### src/rtl/cache_miss_handler_pkg.sv
// ============================================================================
// Module   : cache_miss_handler_pkg
// Purpose  : Shared cache definitions: miss FSM states, geometry defaults,
//            and word/byte address helpers.
// Revision : 1.0 - initial release
// ============================================================================
`default_nettype none

package cache_miss_handler_pkg;

  localparam int DEFAULT_SET_SIZE   = 4;
  localparam int DEFAULT_LINE_WORDS = 8;

  typedef enum logic [1:0] {
    MISS_IDLE   = 2'd0,
    MISS_WB     = 2'd1,
    MISS_FILL   = 2'd2,
    MISS_COMMIT = 2'd3
  } miss_state_e;

  // Shift that turns a word index into a byte offset.
  function automatic int word_shift(input int data_width);
    return $clog2(data_width / 8);
  endfunction

  function automatic int word_idx_width(input int line_words);
    return $clog2(line_words);
  endfunction

endpackage

`default_nettype wire

### src/rtl/cache_miss_handler_line_word_counter.sv
// ============================================================================
// Module   : line_word_counter
// Purpose  : Word index within a cache line; flags the ack that wraps it.
// Revision : 1.0 - initial release
// ============================================================================
`default_nettype none

module line_word_counter
  import cache_miss_handler_pkg::*;
#(
  parameter int LINE_WORDS = DEFAULT_LINE_WORDS
) (
  input  logic                          clk_i,
  input  logic                          rst_ni,
  input  logic                          clr_i,
  input  logic                          inc_i,
  output logic [$clog2(LINE_WORDS)-1:0] cnt_o,
  output logic                          wrap_o
);

  localparam int                CNT_W = word_idx_width(LINE_WORDS);
  localparam logic [CNT_W-1:0] LAST  = CNT_W'(LINE_WORDS - 1);

  logic [CNT_W-1:0] cnt_q, cnt_d;

  assign wrap_o = inc_i && (cnt_q == LAST);
  assign cnt_o  = cnt_q;

  always_comb begin
    cnt_d = cnt_q;
    if (clr_i) begin
      cnt_d = '0;
    end else if (inc_i) begin
      cnt_d = (cnt_q == LAST) ? '0 : cnt_q + CNT_W'(1);
    end
  end

  always_ff @(posedge clk_i or negedge rst_ni) begin
    if (!rst_ni) begin
      cnt_q <= '0;
    end else begin
      cnt_q <= cnt_d;
    end
  end

endmodule

`default_nettype wire

### src/rtl/cache_miss_handler.sv
// ============================================================================
// Module   : cache_miss_handler
// Purpose  : Line refill engine with optional victim write-back, enabled by
//            the CACHE_WRITEBACK_EN macro (write-through build otherwise).
// Revision : 1.0 - initial release
// ============================================================================
`default_nettype none

module cache_miss_handler
  import cache_miss_handler_pkg::*;
#(
  parameter int SET_SIZE   = DEFAULT_SET_SIZE,
  parameter int LINE_WORDS = DEFAULT_LINE_WORDS,
  parameter int ADDR_WIDTH = 32,
  parameter int DATA_WIDTH = 32
) (
  input  logic                          clk_i,
  input  logic                          rst_ni,
  input  logic                          miss_req_i,
  input  logic [ADDR_WIDTH-1:0]         miss_addr_i,
  input  logic [SET_SIZE-1:0]           victim_line_i,
  input  logic                          victim_dirty_i,
  input  logic [ADDR_WIDTH-1:0]         victim_addr_i,
  input  logic [DATA_WIDTH-1:0]         victim_data_i,
  output logic                          mem_req_o,
  output logic                          mem_we_o,
  output logic [ADDR_WIDTH-1:0]         mem_addr_o,
  output logic [DATA_WIDTH-1:0]         mem_wdata_o,
  input  logic                          mem_ack_i,
  input  logic [DATA_WIDTH-1:0]         mem_rdata_i,
  output logic [SET_SIZE-1:0]           line_we_o,
  output logic [$clog2(LINE_WORDS)-1:0] line_word_o,
  output logic [DATA_WIDTH-1:0]         line_wdata_o,
  output logic [SET_SIZE-1:0]           line_commit_o,
  output logic                          busy_o,
  output logic                          miss_done_o
);

  localparam int CNT_W      = word_idx_width(LINE_WORDS);
  localparam int WORD_SHIFT = word_shift(DATA_WIDTH);

  miss_state_e           state_q, state_d;
  logic [SET_SIZE-1:0]   way_q, way_d;
  logic [ADDR_WIDTH-1:0] miss_addr_q, miss_addr_d;
  logic [SET_SIZE-1:0]   way_sel;
  logic                  found;
  logic [CNT_W-1:0]      cnt;
  logic                  wrap;
  logic                  cnt_clr;
  logic                  cnt_inc;
  logic [ADDR_WIDTH-1:0] byte_off;

`ifdef CACHE_WRITEBACK_EN
  logic [ADDR_WIDTH-1:0] victim_addr_q, victim_addr_d;
`else
  logic unused_victim;
  assign unused_victim = ^{victim_dirty_i, victim_addr_i, victim_data_i};
`endif

  line_word_counter #(
    .LINE_WORDS (LINE_WORDS)
  ) u_cnt (
    .clk_i  (clk_i),
    .rst_ni (rst_ni),
    .clr_i  (cnt_clr),
    .inc_i  (cnt_inc),
    .cnt_o  (cnt),
    .wrap_o (wrap)
  );

  assign byte_off = ADDR_WIDTH'(cnt) << WORD_SHIFT;
  assign cnt_inc  = mem_ack_i && (state_q == MISS_WB || state_q == MISS_FILL);
  assign cnt_clr  = (state_q == MISS_IDLE) && miss_req_i;

  // Lowest set bit wins; an empty victim vector falls back to way 0.
  always_comb begin
    way_sel = '0;
    found   = 1'b0;
    for (int i = 0; i < SET_SIZE; i++) begin
      if (victim_line_i[i] && !found) begin
        way_sel[i] = 1'b1;
        found      = 1'b1;
      end
    end
    if (!found) begin
      way_sel[0] = 1'b1;
    end
  end

  always_comb begin
    state_d     = state_q;
    way_d       = way_q;
    miss_addr_d = miss_addr_q;
`ifdef CACHE_WRITEBACK_EN
    victim_addr_d = victim_addr_q;
`endif
    case (state_q)
      MISS_IDLE: begin
        if (miss_req_i) begin
          way_d       = way_sel;
          miss_addr_d = miss_addr_i;
`ifdef CACHE_WRITEBACK_EN
          victim_addr_d = victim_addr_i;
          state_d       = victim_dirty_i ? MISS_WB : MISS_FILL;
`else
          state_d       = MISS_FILL;
`endif
        end
      end
`ifdef CACHE_WRITEBACK_EN
      MISS_WB: begin
        if (wrap) begin
          state_d = MISS_FILL;
        end
      end
`endif
      MISS_FILL: begin
        if (wrap) begin
          state_d = MISS_COMMIT;
        end
      end
      MISS_COMMIT: begin
        state_d = MISS_IDLE;
      end
      default: begin
        state_d = MISS_IDLE;
      end
    endcase
  end

  always_comb begin
    mem_req_o     = 1'b0;
    mem_we_o      = 1'b0;
    mem_addr_o    = '0;
    mem_wdata_o   = '0;
    line_we_o     = '0;
    line_word_o   = '0;
    line_wdata_o  = '0;
    line_commit_o = '0;
    busy_o        = 1'b0;
    miss_done_o   = 1'b0;
    case (state_q)
`ifdef CACHE_WRITEBACK_EN
      MISS_WB: begin
        busy_o      = 1'b1;
        mem_req_o   = 1'b1;
        mem_we_o    = 1'b1;
        mem_addr_o  = victim_addr_q + byte_off;
        mem_wdata_o = victim_data_i;
        line_word_o = cnt;
      end
`endif
      MISS_FILL: begin
        busy_o      = 1'b1;
        mem_req_o   = 1'b1;
        mem_addr_o  = miss_addr_q + byte_off;
        line_word_o = cnt;
        if (mem_ack_i) begin
          line_we_o    = way_q;
          line_wdata_o = mem_rdata_i;
        end
      end
      MISS_COMMIT: begin
        busy_o        = 1'b1;
        line_commit_o = way_q;
        miss_done_o   = 1'b1;
      end
      default: begin
      end
    endcase
  end

  always_ff @(posedge clk_i or negedge rst_ni) begin
    if (!rst_ni) begin
      state_q     <= MISS_IDLE;
      way_q       <= '0;
      miss_addr_q <= '0;
    end else begin
      state_q     <= state_d;
      way_q       <= way_d;
      miss_addr_q <= miss_addr_d;
    end
  end

`ifdef CACHE_WRITEBACK_EN
  always_ff @(posedge clk_i or negedge rst_ni) begin
    if (!rst_ni) begin
      victim_addr_q <= '0;
    end else begin
      victim_addr_q <= victim_addr_d;
    end
  end
`endif

endmodule

`default_nettype wire

### config.mk
export PLATFORM = sky130hd
export DESIGN_NAME = cache_miss_handler
export DESIGN_NICKNAME = d
export VERILOG_FILES = /design/src/rtl/cache_miss_handler_pkg.sv /design/src/rtl/cache_miss_handler_line_word_counter.sv /design/src/rtl/cache_miss_handler.sv
export SDC_FILE = /design/constraint.sdc
export NUM_CORES = 1
export LEC_CHECK = 0
export ABC_CLOCK_PERIOD_IN_PS = 3100
export CAP_MARGIN = 0
export CORE_ASPECT_RATIO = 0.6
export CORE_UTILIZATION = 34
export DETAILED_ROUTE_END_ITERATION = 10
export GPL_TIMING_DRIVEN = 0
export PLACE_DENSITY = 0.82
export SLEW_MARGIN = 10
export SYNTH_ARGS = -nofsm -noshare
export SYNTH_HDL_FRONTEND = slang
export SYNTH_SLANG_ARGS = --single-unit
### constraint.sdc
create_clock -name clk_i -period 3.1 [get_ports clk_i]
set_input_delay 0.31 -clock clk_i [delete_from_list [all_inputs] [get_ports clk_i]]
set_output_delay 0.31 -clock clk_i [all_outputs]
set_load 0.05 [all_outputs]
==> results_dict.tcl <==
set metrics [dict create \
    rrSetupSlack_ns 1.20 \
    yosys.area_share.simple_pct 24.2 \
    fmax_mhz 329 \
    drtIter0Drc 154 \
    final.fill_count 759 \
    placement.io_buffers 149 \
    yosys-mux-area-fraction_pct 12.5 \
    maxCapViolCount 0 \
    synthArstFlopShare_pct 100 \
    synth_edf_count 0 \
    die_width_um 126 \
    gp_congestion 0.850 \
    setup_viol 0 \
    synth_xor_area_share_pct 2.23 \
    syn_inst 341 \
    start_kind "flop" \
    cp_max_fo 10 \
    synthAdderAreaFrac_pct 3.83 \
    grt_pass1_wl_um 16100 \
    post-route-util_pct 59.5 \
    grt_max_degree 27 \
    grt_util_met3_pct 5.62 \
    syn2layout_area_growth_pct 65.6 \
    clkLatencyLatePin_ns 0.28 \
    peakVddDrop_mv 0.590 \
    drive_gt1_share_pct 24.1 \
    die_area_um2 9620 \
    cp.arrival_ns 2.73 \
    wl_per_cell_um 15.8 \
    drtPass1Iterations 4 \
    grt_pass1_vias 3096 \
    initial_core_util_pct 36.0 \
    synth-main-ff-cell "dfrtp_1" \
    status "finished clean" \
    core-area_um2 8720 \
    synth_cell_types 49 \
    die_h_um 76.4 \
    ys_ff_latch 41 \
    ys_warn_count 0 \
    grtUsageMet2_pct 32.7 \
    root_buffer "clkbuf_16" \
    tightest_slew_ns 0.931 \
    syn_area_per_cell_um2 9.20 \
    maxSlewHeadroom_pct 37.4 \
    antenna_found_initial 0 \
    power.density_nw_per_um2 970 \
    grt_util_met1_pct 28.8 \
    worst_setup_path_end_kind "output port" \
    tritoncts "yes" \
    hold_class "in2async" \
    yosysMostFrequentCell "dfrtp_1" \
    vias 3237 \
    clockBufferDepth 2 \
    hpwl_um 7950 \
    cts_buffers 5 \
    syn_area_um2 3140 \
    synth.largest_area_cell "dfrtp_1" \
    h-tree-depth 2 \
    cp.required_ns 2.79 \
    synth_compound_area_share_pct 11.5 \
    pre_cts_ws_ns -0.415 \
    fin_nets 685 \
    cts.sinks 41 \
    clkTransAtPathRegs_ns 0.06 \
    wirelength_um 10300 \
    ant_nets 0 \
    antenna_cells 0 \
    period_needed_ns 3.04 \
    synth_top_cell_area_share_pct 32.7 \
    overflow 0 \
    synth_area_leaders "dfrtp_1 33%, mux2_2 11%, buf_4 7.9%" \
    critPathKind "reg2out" \
    fin_ws_ns 0.0613 \
    track_usage_pct 20.9 \
    io_pins 248 \
    p_leak_uw 0.00240 \
    final_max_slew_viol_count 0 \
    hold_violations 0 \
    yosysSeqAreaShare_pct 32.7 \
    setup_tns_ns 0 \
    drc 0 \
    grt_busiest_layer "met2" \
    via_per_inst 4.96 \
    ys_top_cells_by_count "41 x dfrtp_1, 36 x and3_1, 33 x buf_4, 32 x mux2_2, 24 x a21oi_1" \
    synth_top_family_by_area "simple AND/OR/NAND/NOR gates" \
    finClkSkew_ns 0.00419 \
    post-route-period-util_pct 98.0 \
    rows 26 \
]
sequential cells by signal, summed over array words and instances (netlist names):
name / count
miss_addr_q: 32
way_q: 4
u_cnt.cnt_o: 3
state_q: 2
area by class of cell:
class	count	area, um^2	share of cell area, %
clock buffer	7	143	2.75
tap	112	140	2.70
multi-input combinational	267	1890	36.4
buffer	52	358	6.89
clock inverter	1	30.0	0.578
inverter	13	48.8	0.940
timing repair buffer	159	1560	30.0
sequential	41	1030	19.8
repair_timing:
item                                    4_1_cts  5_1_grt
resized for setup                            85       42
gates cloned                                  0        1
endpoints found under the setup margin       21       28
pin swaps                                     2        6
endpoints found under the hold margin        15        0
hold buffers                                  1        0
buffers inserted                              4        3
layer usage:
layer / up-vias / share of wire [%]
li1: 1561 / -
met1: 1532 / 47
met2: 131 / 45
met3: 13 / 7.2
met4: 0 / 1.0
met5: - / 0
path summary, 6_finish.rpt:
check	cells past startpoint	end	start
hold reg to reg	2	way_q[0]	way_q[0]
min in group clk_i	2	way_q[0]	way_q[0]
max in group asynchronous	3	state_q[0]	rst_ni
setup / recovery	7	mem_addr_o[27]	u_cnt.cnt_o[2]
hold / removal	2	miss_addr_q[25]	rst_ni
setup reg to reg	5	miss_addr_q[17]	state_q[1]
where the power goes:
part / total (uW) / internal (uW) / switching, uW / leakage (uW)
logic: 3320 / 1170 / 2150 / 0.00182
clock network: 610 / 402 / 207 / 0.0000841
registers: 1110 / 789 / 317 / 0.000493
logic make-up (layout without fill, tap and decap cells):
family / count (synthesis) / in the layout
muxes: 35 / 35
AOI/OAI and AO/OA: 56 / 56
xor gates and xnor gates: 8 / 8
adders and majority gates: 9 / 9
buffers and inverters: 65 / 232
and+or+nand+nor: 126 / 126
DFF: 41 / 41
other: 1 / 33
cells in the final DEF (no fill, tap or decap), types with 3 or more instances in the layout:
cell and instances:
a21oi_1 20, a21oi_2 3, and2_1 9, and3_1 36, buf_2 6, buf_4 42
buf_6 5, clkbuf_1 15, clkbuf_16 5, clkbuf_2 5, clkbuf_8 4, clkdlybuf4s15_2 4
clkdlybuf4s50_1 118, conb_1 33, dfrtp_1 41, dlymetal6s2s_1 9, ha_1 7, inv_1 11
mux2_2 32, mux2i_1 3, nand2_1 14, nand2b_1 3, nand3_1 9, nand4_1 6
nor2_1 11, nor3_1 4, nor4_1 4, o21ai_0 11, o31ai_1 8, or3_1 4
or4_1 7, xnor2_1 6
through the flow:
| step | hold slack (ns) | cell area (um^2) | total power, uW | instances |
|---|---|---|---|---|
| final | 0.487 | 5190 | 5040 | 652 |
| after global routing | 0.529 | 5190 | 5310 | 652 |
| after CTS | 0.500 | 5100 | 4990 | 648 |
| after detailed placement | 0.257 | 4900 | 4420 | 635 |
| after global placement | 0.478 | 4890 | 4330 | 634 |
| after floorplan | 0.0144 | 3260 | 3350 | 373 |
worst max-delay path, cell delays in order, from the launching register on:
cell	delay, ns
dfrtp_1	0.43
ha_1	0.36
nand3_1	0.22
a211o_4	0.42
clkbuf_2	0.23
o41ai_1	0.29
a21oi_1	0.14
clkdlybuf4s15_2	0.35
(Power assumes the default switching activity.)
